--- src/rtl/uart_pkg.sv ---
// Register offsets, CON bit positions and the shared TX/RX state encoding for the bus UART.
package uart_pkg;

   localparam logic [7:0] UART_TXD_OFS = 8'h18;
   localparam logic [7:0] UART_RXD_OFS = 8'h1C;
   localparam logic [7:0] UART_CON_OFS = 8'h20;

   localparam int CON_TX_IE   = 0;
   localparam int CON_RX_IE   = 1;
   localparam int CON_RX_DONE = 2;
   localparam int CON_TX_DONE = 3;
   localparam int CON_TX_BUSY = 4;
   localparam int CON_OVR     = 5;

   typedef enum logic [1:0] {IDLE, START, DATA, STOP} uart_state_t;

   function automatic int clks_per_bit(input int clk_hz, input int baud);
      return clk_hz / baud;
   endfunction

endpackage

--- src/rtl/uart_bus_responder_if.sv ---
// CPU data-bus slice seen by the UART: qualified strobes, address, store data and load data.
// Single-cycle transactions with no wait states, so there is no backpressure path.
interface uart_bus_responder_if;
   logic        rd;
   logic        wr;
   logic [31:0] addr;
   logic [31:0] wdata;
   logic [31:0] rdata;

   modport master (output rd, wr, addr, wdata, input rdata);
   modport slave  (input rd, wr, addr, wdata, output rdata);
endinterface

--- src/rtl/uart_rx_core.sv ---
// 8N1 deserialiser behind a 2-flop synchroniser; mid-bit sampling, glitch reject, framing-error hold.
// byte_vld pulses for one clock at a good stop sample; there is no backpressure.
module uart_rx_core
   import uart_pkg::*;
#(
   parameter int CLKS_PER_BIT = 10
) (
   input  logic       clk,
   input  logic       reset,
   input  logic       rx,
   output logic [7:0] byte_dat,
   output logic       byte_vld
);
   localparam int            CW       = $clog2(CLKS_PER_BIT);
   localparam logic [CW-1:0] BIT_END  = CW'(CLKS_PER_BIT - 1);
   localparam logic [CW-1:0] HALF_END = CW'(CLKS_PER_BIT / 2 - 1);

   uart_state_t   state;
   logic [1:0]    sync;
   logic          rx_s;
   logic          rx_prev;
   logic [CW-1:0] cnt;
   logic [2:0]    bit_idx;
   logic [7:0]    shreg;
   logic          wait_hi;

   assign rx_s     = sync[1];
   assign byte_dat = shreg;
   assign byte_vld = (state == STOP) && !wait_hi && (cnt == BIT_END) && rx_s;

   always_ff @(posedge clk or negedge reset) begin
      if (!reset) begin
         sync    <= 2'b11;
         rx_prev <= 1'b1;
         state   <= IDLE;
         cnt     <= '0;
         bit_idx <= '0;
         shreg   <= '0;
         wait_hi <= 1'b0;
      end else begin
         sync    <= {sync[0], rx};
         rx_prev <= rx_s;
         case (state)
            IDLE: if (rx_prev && !rx_s) begin
               state <= START;
               cnt   <= '0;
            end
            START: if (cnt == HALF_END) begin
               cnt     <= '0;
               bit_idx <= 3'd0;
               state   <= rx_s ? IDLE : DATA;
            end else begin
               cnt <= cnt + CW'(1);
            end
            DATA: if (cnt == BIT_END) begin
               cnt   <= '0;
               shreg <= {rx_s, shreg[7:1]};
               if (bit_idx == 3'd7) begin
                  bit_idx <= 3'd0;
                  state   <= STOP;
               end else begin
                  bit_idx <= bit_idx + 3'd1;
               end
            end else begin
               cnt <= cnt + CW'(1);
            end
            STOP: if (wait_hi) begin
               // framing error: stay out of IDLE until the line has recovered
               if (rx_s) begin
                  wait_hi <= 1'b0;
                  state   <= IDLE;
               end
            end else if (cnt == BIT_END) begin
               cnt <= '0;
               if (rx_s) state <= IDLE;
               else      wait_hi <= 1'b1;
            end else begin
               cnt <= cnt + CW'(1);
            end
            default: state <= IDLE;
         endcase
      end
   end

endmodule

--- src/rtl/uart_tx_core.sv ---
// 8N1 serialiser: start bit is driven on the clock after start, each bit lasts CLKS_PER_BIT clocks.
// start is ignored while a frame is in flight, except on the final clock of the stop bit.
module uart_tx_core
   import uart_pkg::*;
#(
   parameter int CLKS_PER_BIT = 10
) (
   input  logic       clk,
   input  logic       reset,
   input  logic       start,
   input  logic [7:0] data,
   output logic       tx,
   output logic       busy,
   output logic       done
);
   localparam int            CW      = $clog2(CLKS_PER_BIT);
   localparam logic [CW-1:0] BIT_END = CW'(CLKS_PER_BIT - 1);

   uart_state_t   state;
   logic [CW-1:0] cnt;
   logic [2:0]    bit_idx;
   logic [7:0]    shreg;
   logic          bit_end;

   assign bit_end = (cnt == BIT_END);
   assign busy    = (state != IDLE);
   // done marks the last stop-bit clock so the flag lands on the same edge the FSM goes idle
   assign done    = (state == STOP) && bit_end;

   always_ff @(posedge clk or negedge reset) begin
      if (!reset) begin
         state   <= IDLE;
         cnt     <= '0;
         bit_idx <= '0;
         shreg   <= '0;
         tx      <= 1'b1;
      end else begin
         if (state != IDLE) begin
            cnt <= bit_end ? '0 : cnt + CW'(1);
         end
         case (state)
            START: if (bit_end) begin
               state <= DATA;
               tx    <= shreg[0];
            end
            DATA: if (bit_end) begin
               if (bit_idx == 3'd7) begin
                  state   <= STOP;
                  bit_idx <= 3'd0;
                  tx      <= 1'b1;
               end else begin
                  bit_idx <= bit_idx + 3'd1;
                  shreg   <= {1'b0, shreg[7:1]};
                  tx      <= shreg[1];
               end
            end
            STOP: if (bit_end) begin
               state <= IDLE;
            end
            default: ;
         endcase
         if (start && ((state == IDLE) || done)) begin
            state <= START;
            shreg <= data;
            cnt   <= '0;
            tx    <= 1'b0;
         end
      end
   end

endmodule

--- src/rtl/uart_bus_responder.sv ---
// Memory-mapped UART: TXD/RXD/CON decode, sticky flags and irq; loads are combinational, stores land at posedge.
// No wait states; a TXD store while the transmitter is busy is dropped.
module uart_bus_responder
   import uart_pkg::*;
#(
   parameter int CLK_HZ = 50_000_000,
   parameter int BAUD   = 9600
) (
   input  logic                  clk,
   input  logic                  reset,
   uart_bus_responder_if.slave   bus,
   output logic                  irq,
   input  logic                  rx,
   output logic                  tx
);
   localparam int CLKS_PER_BIT = clks_per_bit(CLK_HZ, BAUD);

   logic [7:0]  ofs;
   logic        txd_wr;
   logic        con_wr;
   logic        con_rd;
   logic        tx_busy;
   logic        tx_fin;
   logic        rx_vld;
   logic [7:0]  rx_dat;
   logic        tx_ie;
   logic        rx_ie;
   logic        tx_done;
   logic        rx_done;
   logic        ovr;
   logic [7:0]  rx_byte;
   logic [31:0] con_val;
   logic        unused_bits;

   assign ofs         = bus.addr[7:0];
   assign txd_wr      = bus.wr && (ofs == UART_TXD_OFS);
   assign con_wr      = bus.wr && (ofs == UART_CON_OFS);
   assign con_rd      = bus.rd && (ofs == UART_CON_OFS);
   assign unused_bits = &{1'b0, bus.addr[31:8], bus.wdata[31:8]};

   uart_tx_core #(.CLKS_PER_BIT(CLKS_PER_BIT)) u_tx (
      .clk   (clk),
      .reset (reset),
      .start (txd_wr),
      .data  (bus.wdata[7:0]),
      .tx    (tx),
      .busy  (tx_busy),
      .done  (tx_fin)
   );

   uart_rx_core #(.CLKS_PER_BIT(CLKS_PER_BIT)) u_rx (
      .clk      (clk),
      .reset    (reset),
      .rx       (rx),
      .byte_dat (rx_dat),
      .byte_vld (rx_vld)
   );

   // a flag event outranks a CON-read clear in the same cycle
   always_ff @(posedge clk or negedge reset) begin
      if (!reset) begin
         tx_ie   <= 1'b0;
         rx_ie   <= 1'b0;
         tx_done <= 1'b0;
         rx_done <= 1'b0;
         ovr     <= 1'b0;
         rx_byte <= 8'h00;
      end else begin
         if (con_wr) begin
            tx_ie <= bus.wdata[0];
            rx_ie <= bus.wdata[1];
         end
         if (tx_fin)      tx_done <= 1'b1;
         else if (con_rd) tx_done <= 1'b0;
         if (rx_vld)      rx_done <= 1'b1;
         else if (con_rd) rx_done <= 1'b0;
         if (rx_vld && rx_done) ovr <= 1'b1;
         else if (con_rd)       ovr <= 1'b0;
         if (rx_vld) rx_byte <= rx_dat;
      end
   end

   always_comb begin
      con_val              = '0;
      con_val[CON_TX_IE]   = tx_ie;
      con_val[CON_RX_IE]   = rx_ie;
      con_val[CON_RX_DONE] = rx_done;
      con_val[CON_TX_DONE] = tx_done;
      con_val[CON_TX_BUSY] = tx_busy;
      con_val[CON_OVR]     = ovr;
      bus.rdata            = '0;
      if (bus.rd) begin
         case (ofs)
            UART_RXD_OFS: bus.rdata = {24'd0, rx_byte};
            UART_CON_OFS: bus.rdata = con_val;
            default:      bus.rdata = '0;
         endcase
      end
   end

   assign irq = (tx_ie & tx_done) | (rx_ie & rx_done);

endmodule

--- src/flat_wrapper.sv ---
// flat-port wrapper written by rule: the top's interface ports become plain ports
module uart_bus_responder_flat import uart_pkg::*;
#(
   parameter int CLK_HZ = 50_000_000,
   parameter int BAUD   = 9600
)
  (clk, reset, irq, rx, tx, bus_rd, bus_wr, bus_addr, bus_wdata, bus_rdata);
  uart_bus_responder_if bus_i ();
  input  logic clk;
  input  logic reset;
  output logic irq;
  input  logic rx;
  output logic tx;
  input wire logic [$bits(bus_i.rd)-1:0] bus_rd;
  input wire logic [$bits(bus_i.wr)-1:0] bus_wr;
  input wire logic [$bits(bus_i.addr)-1:0] bus_addr;
  input wire logic [$bits(bus_i.wdata)-1:0] bus_wdata;
  output wire logic [$bits(bus_i.rdata)-1:0] bus_rdata;
  assign bus_i.rd = bus_rd;
  assign bus_i.wr = bus_wr;
  assign bus_i.addr = bus_addr;
  assign bus_i.wdata = bus_wdata;
  assign bus_rdata = bus_i.rdata;
  uart_bus_responder #(.CLK_HZ(CLK_HZ), .BAUD(BAUD)) u_core (.clk(clk), .reset(reset), .bus(bus_i), .irq(irq), .rx(rx), .tx(tx));
endmodule
--- config.mk ---
export PLATFORM = sky130hd
export DESIGN_NAME = uart_bus_responder_flat
export DESIGN_NICKNAME = d
export VERILOG_FILES = /design/src/rtl/uart_pkg.sv /design/src/rtl/uart_bus_responder_if.sv /design/src/rtl/uart_rx_core.sv /design/src/rtl/uart_tx_core.sv /design/src/rtl/uart_bus_responder.sv /design/src/flat_wrapper.sv
export SDC_FILE = /design/constraint.sdc
export NUM_CORES = 1
export LEC_CHECK = 0
export ABC_AREA = 1
export CAP_MARGIN = 5
export CORE_MARGIN = 3
export CORE_UTILIZATION = 50
export CTS_CLUSTER_DIAMETER = 200
export DETAILED_ROUTE_END_ITERATION = 16
export GPL_TIMING_DRIVEN = 1
export PLACE_DENSITY = 0.79
export SKIP_CTS_REPAIR_TIMING = 1
export SLEW_MARGIN = 0
export SYNTH_ARGS = -nofsm -noshare
export SYNTH_HDL_FRONTEND = slang
export SYNTH_HIERARCHICAL = 1
export SYNTH_SLANG_ARGS = --single-unit
--- constraint.sdc ---
create_clock -name clk -period 2.2 [get_ports clk]
set_clock_uncertainty 0.05 [all_clocks]
set_input_delay 0.33 -clock clk [delete_from_list [all_inputs] [get_ports clk]]
set_output_delay 0.33 -clock clk [all_outputs]
set_load 0.05 [all_outputs]
==> results of run 1 <==
## critical path: stages
cell and delay (ps):
clkdlybuf4s50_1 500, nand3_1 130, nor2_4 140, buf_4 150
nand2_2 70, nor2_1 200, buf_12 170
## layer usage
metal,global-route usage,wire length [µm],vias to the layer above
met1,0.218,3690,1676
li1,-,-,1812
met2,0.339,4500,79
met3,0.0553,365,12
met5,0,0,-
met4,0.0554,111,0
## worst paths after layout
kind	start	endpoint	slack, ps	cells past startpoint
max	bus_addr[3]	bus_rdata[6]	120	7
min	u_core/u_rx/sync[0]$_DFF_PN1_	u_core/u_rx/sync[1]$_DFF_PN1_	310	0
max reg2reg	u_core/u_rx/cnt[1]$_DFFE_PN0P_	u_core/rx_byte[2]$_DFFE_PN0P_	260	9
min reg2reg	u_core/u_rx/sync[0]$_DFF_PN1_	u_core/u_rx/sync[1]$_DFF_PN1_	310	0
max in group asynchronous	reset	u_core/u_rx/sync[0]$_DFF_PN1_	1060	3
min in group asynchronous	reset	u_core/u_tx/bit_idx[1]$_DFFE_PN0P_	380	2
## state kept, by name, indices dropped and copies added, names as in the netlist, 2 cells and up, named ones only
name / cells
u_core/u_rx/byte_dat: 8
u_core/u_tx/state: 2
u_core/u_rx/bit_idx: 3
u_core/u_tx/bit_idx: 3
u_core/u_rx/cnt: 13
u_core/u_rx/sync: 2
u_core/u_tx/shreg: 8
u_core/u_tx/cnt: 13
u_core/rx_byte: 8
## logic make-up (layout without fill, tap and decap cells)
kind of cell | Yosys count | in the layout | share of synthesized area
DFF | 70 | 70 | 0.421
other | 1 | 24 | 0.000900
adders and majority gates | 11 | 11 | 0.0330
AOI/OAI and AO/OA | 30 | 30 | 0.0396
xor gates and xnor gates | 10 | 10 | 0.0210
buffers and inverters | 102 | 125 | 0.121
and+or+nand+nor | 336 | 336 | 0.363
## stage by stage
stage	util	setup slack, ps
finish	0.608	121
global route	0.608	29.8
CTS	0.607	93.5
detailed placement	0.579	-40.4
global placement	0.579	35.5
floorplan	-	347
## power breakdown
group	switching [µW]	internal, µW
Combinational	722	310
Sequential	199	1450
Clock	500	642
## cell type report
type | count | share of cell area
Multi-Input combinational cell | 411 | 0.414
Sequential cell | 70 | 0.365
Timing Repair Buffer | 39 | 0.0950
Inverter | 70 | 0.0545
Tap cell | 102 | 0.0265
Clock buffer | 9 | 0.0257
Clock inverter | 7 | 0.0200
## cells in the final DEF, fill, tap and decap left out, types with 2 or more instances in the layout
master	synthesis	final
bufinv_16	0	2
nand3_1	73	73
conb_1	1	24
a21oi_1	8	8
nand4_1	10	10
nor2_2	6	6
ha_1	11	11
clkinv_2	0	2
clkbuf_8	0	9
dfstp_2	4	4
buf_4	25	7
dfrtp_1	66	66
o21ai_1	3	3
inv_2	6	6
nand2_2	4	4
buf_12	0	9
clkinv_4	0	2
o21ai_0	13	13
inv_1	64	64
nand2_1	173	173
xor2_1	10	10
nor2_4	4	4
clkdlybuf4s50_1	0	21
nor2_1	43	43
nor3_2	3	3
nand3_2	3	3
nor3_1	12	12
nand2_4	3	3
==> results.md, run 1 <==
- Status: completed
- Crit Path Category: in2out
- Synth area leader: dfrtp_1
- Layout cells sized above 1: 0.111
- Critical Path AT: around 1700 ps
- Power Density: 793 mW/mm²
- Post-Route WL: 8660 µm
- Row cnt: 32
- Drt first pass iters: 5
- Count leader, synth: nand2_1
- Vias per cell: 5.06
- # DRC: 0
- Finished Cell Area: around 0.0048 mm²
- Placed instance area: ~0.0046 mm²
- Slew @ Worst Pin: around 500 ps
- GRT Util Overall: 0.189
- Initial antenna violation count: 0
- DR vias: 3579
- CTS Buf Count: 9
- Synthesis-stage register bit count: 70
- Layout area overhead: 15.6%
- GRT overflow: 0
- Ys flop type: dfrtp_1
- Clk root buf: clkbuf_8
- First-pass GRT wire length: roughly 15000 µm
- CTS tree: built
- Share of the synthesized area in the top cell type: 0.396
- Worst Hold Class: reg2reg
- Width of the die: between 90 and 100 µm
- Post-synthesis async set-or-reset flop share: 1.00
- Yosys cell types: 33
- Top Ports: ~100
- Crit-path max FO: 7
- Top area cells in the synthesized netlist: dfrtp_1 (40%), nand2_1 (16%), nand3_1 (8.8%)
- Inserted Diodes: 0
- Synth Cell Area: 0.00417 mm²
- Clock transition at path regs: approximately 80 ps
- Clock buffer depth: 2
- Post-Place Cells: roughly 700
- Slew headroom: 0.657
- Die Y: slightly below 100 µm
- Fin crit period: about 2100 ps
- Pwr Total: 3820 µW
- Setup-failing EPs final: 0
- Average size of a mapped cell: 7.44 µm²
- Clock Sinks: 70
- Finished Layout Cells: 708
- Sequential standard cell area: 0.00176 mm²
- Fillers: 683
- Max cap viols: 0
- Routed Antenna Nets: 0
- Vias in the first global route: 3405
- Detailed-route wire length per cell: 12.2 µm
- Unrepaired setup endpoints after global routing: no
- Synth Instances: 560
- Pin count of the biggest net entering global routing: between 50 and 60
- Leak: 0.00252 µW
- H-Tree Depth: 3
- Final net count: roughly 700
- Post-synth top cells: nand2_1 (173), nand3_1 (73), dfrtp_1 (66), inv_1 (64), nor2_1 (43)
- Worst hold slack: approximately 310 ps
- Placer Congestion: roughly 0.91
- Initial core utilization: 0.526
- Fin. Hold Viols: 0
- Post-synth EDFFs: 0
- Worst EP required: approximately 1800 ps
- Final max-slew violation count: 0
- Post-DP HPWL: around 6400 µm
- Port Buf Inserts: 30
- Initial DRC Count: about 140
- Max VDD drop: slightly above 0.0007 V
- Total Die Area: ~0.0095 mm²
- Area occupied by multi-input gates: between 0.0015 and 0.002 mm²
- Register area share after synthesis: 0.421
- Clk_lat worst skew: between 300 and 400 ps
- Max Freq: between 400 and 500 MHz
- Sum Neg Setup Slack: 0 ps
- Core footprint: around 0.008 mm²
- Tcrit/Tclk final: 0.945
- Yosys warning total: 6
- Worst setup EP type: output port
- Worst setup SP type: input port
No activity file was read; power rests on OpenSTA's default activity.
==> run 2, diff against run 1 <==
--- a/config.mk
+++ b/config.mk
@@ -11,7 +11,6 @@
 export CORE_UTILIZATION = 50
 export CTS_CLUSTER_DIAMETER = 200
 export DETAILED_ROUTE_END_ITERATION = 16
-export GPL_TIMING_DRIVEN = 1
 export PLACE_DENSITY = 0.79
 export SKIP_CTS_REPAIR_TIMING = 1
 export SLEW_MARGIN = 0
==> results of run 2 <==
Same layout as run 1: the final DEF is identical, and so are final timing and power.
==> run 3, diff against run 2 <==
--- a/config.mk
+++ b/config.mk
@@ -11,6 +11,7 @@
 export CORE_UTILIZATION = 50
 export CTS_CLUSTER_DIAMETER = 200
 export DETAILED_ROUTE_END_ITERATION = 16
+export MAX_ROUTING_LAYER = met4
 export PLACE_DENSITY = 0.79
 export SKIP_CTS_REPAIR_TIMING = 1
 export SLEW_MARGIN = 0
==> run 3 against run 2 <==
  * Sequential cell count unchanged
  * Clock power about the same
  * Critical path depth unchanged
==> results.md, run 3 (synthesis gave the netlist of run 1 again) <==
- Clock transition at path regs: 80 ps (about the same)
- Layout cells sized above 1: 0.111 (unchanged)
- Placer Congestion: 0.927 (was 0.912)
- Fin crit period: 2080 ps (about the same)
- Unrepaired setup endpoints after global routing: no (unchanged)
- Initial DRC Count: 119 (was 136)
- Hold endpoint: u_core/u_rx/sync[1]$_DFF_PN1_ (unchanged)
- R2R cell count: 9 (unchanged)
- Clock buffer depth: 2 (unchanged)
- Largest regs: u_core/u_rx/cnt (13), u_core/u_tx/cnt (13) (unchanged)
- Max Freq: 482 MHz (was 481 MHz)
- Most common cell after layout, fill and taps aside: nand2_1 (unchanged)
- Final net count: 681 (unchanged)
- Max cap viols: 0 (unchanged)
- Sum Neg Setup Slack: 0 ps (unchanged)
- Initial core utilization: 0.526 (unchanged)
- CTS tree: built (unchanged)
- Tcrit/Tclk final: 0.944 (was 0.945)
- Width of the die: 97.3 µm (unchanged)
- Worst setup SP type: input port (unchanged)
- Placed instance area: 0.00459 mm² (unchanged)
- Worst Hold Class: reg2reg (unchanged)
- Detailed-route wire length per cell: 12.3 µm (was 12.2 µm)
- Vias in the first global route: 3394 (was 3405)
- Vias per cell: 5.10 (was 5.06)
- Power Density: 794 mW/mm² (was 793 mW/mm²)
- Hold wc startpoint: u_core/u_rx/sync[0]$_DFF_PN1_ (unchanged)
- Setup-failing EPs final: 0 (unchanged)
- Top Ports: 103 (unchanged)
- Slew @ Worst Pin: 512 ps (about the same)
- Post-DP HPWL: 6420 µm (unchanged)
- Fillers: 683 (unchanged)
- Initial antenna violation count: 0 (unchanged)
- Fin. Hold Viols: 0 (unchanged)
- Worst setup EP type: output port (unchanged)
- Layout area overhead: 15.6% (unchanged)
- Max VDD drop: 0.000721 V (was 0.000714 V)
- Die Y: 97.3 µm (unchanged)
- Worst R2R Setup Slack: 260 ps (about the same)
- FF-to-FF End: u_core/rx_byte[2]$_DFFE_PN0P_ (unchanged)
- H-Tree Depth: 3 (unchanged)
- Pin count of the biggest net entering global routing: 56 (unchanged)
- Most frequent cells in the layout: nand2_1 (173), nand3_1 (73), dfrtp_1 (66) (unchanged)
- Clk_lat worst skew: 340 ps (about the same)
- Post-Route WL: 8710 µm (was 8660 µm)
- GRT overflow: 0 (unchanged)
- Routed Antenna Nets: 0 (unchanged)
- Leak: 0.00252 µW (unchanged)
- # DRC: 0 (unchanged)
- First-pass GRT wire length: 14900 µm (about the same)
- Crit Path Category: in2out (unchanged)
- DR vias: 3613 (was 3579)
- Core footprint: 0.00793 mm² (unchanged)
- Worst EP required: 1820 ps (about the same)
- Finished Cell Area: 0.00482 mm² (unchanged)
- Port Buf Inserts: 30 (unchanged)
- Cell count of the worst hold path: 0 (unchanged)
- CTS Buf Count: 9 (unchanged)
- Total Die Area: 0.00947 mm² (unchanged)
- Worst R2R Start: u_core/u_rx/cnt[1]$_DFFE_PN0P_ (unchanged)
- Critical Path AT: 1700 ps (about the same)
- Row cnt: 32 (unchanged)
- Status: completed (unchanged)
- Final Util: 0.608 (unchanged)
- Drt first pass iters: 4 (was 5)
- Crit-path max FO: 7 (unchanged)
- Clock Sinks: 70 (unchanged)
- Final max-slew violation count: 0 (unchanged)
- GRT Util Overall: 0.194 (was 0.189)
- Slew headroom: 0.657 (unchanged)
- Clk root buf: clkbuf_8 (unchanged)
- Inserted Diodes: 0 (unchanged)
run 3: worst max-delay path by stage:
stage,start,endpoint,slack (ps)
5_1_grt,bus_addr[4],bus_rdata[6],30
3_3_place_gp,bus_addr[5],u_core/u_tx/cnt[9]$_DFFE_PN0P_,40
3_5_place_dp,bus_addr[5],u_core/u_tx/cnt[9]$_DFFE_PN0P_,-40
4_1_cts,u_core/rx_done$_DFFE_PN0P_,irq,90
6_report,bus_addr[3],bus_rdata[6],120
2_1_floorplan,bus_addr[1],u_core/u_tx/cnt[9]$_DFFE_PN0P_,350
run 3: power breakdown:
group | switching [µW] | total [µW] | internal, µW
clock network | 504 | 1150 | 642
registers | 199 | 1650 | 1450
logic | 723 | 1030 | 310
total | 1430 | 3830 | 2400
run 3: cell type report:
cell class	instances	area (µm²)	area share
Sequential cell	70	1760	0.365
Timing Repair Buffer	39	458	0.0950
Multi-Input combinational cell	411	1990	0.414
Inverter	70	263	0.0545
Tap cell	102	128	0.0265
Clock inverter	7	96.3	0.0200
Clock buffer	9	124	0.0257
run 3: per-stage QoR:
stage | hold slack, ps | cells | total power (µW) | setup WS, ps
2_1_floorplan | -15.6 | 583 | 2450 | 347
3_3_place_gp | 231 | 691 | 2620 | 35.5
3_5_place_dp | 229 | 691 | 2680 | -40.4
4_1_cts | -153 | 707 | 3860 | 93.5
5_1_grt | 317 | 708 | 4070 | 29.9
6_report | 309 | 708 | 3830 | 123
run 3: layer usage:
| metal | track usage | wire length (µm) |
|---|---|---|
| met1 | 0.218 | 3720 |
| met2 | 0.339 | 4500 |
| met3 | 0.0546 | 392 |
| met5 | - | 0 |
| met4 | 0.0554 | 96 |
run 3: critical path: stages:
cell,delay (ps)
clkdlybuf4s50_1,500
nand3_1,130
nor2_4,140
buf_4,150
nand2_2,70
nor2_1,200
buf_12,170
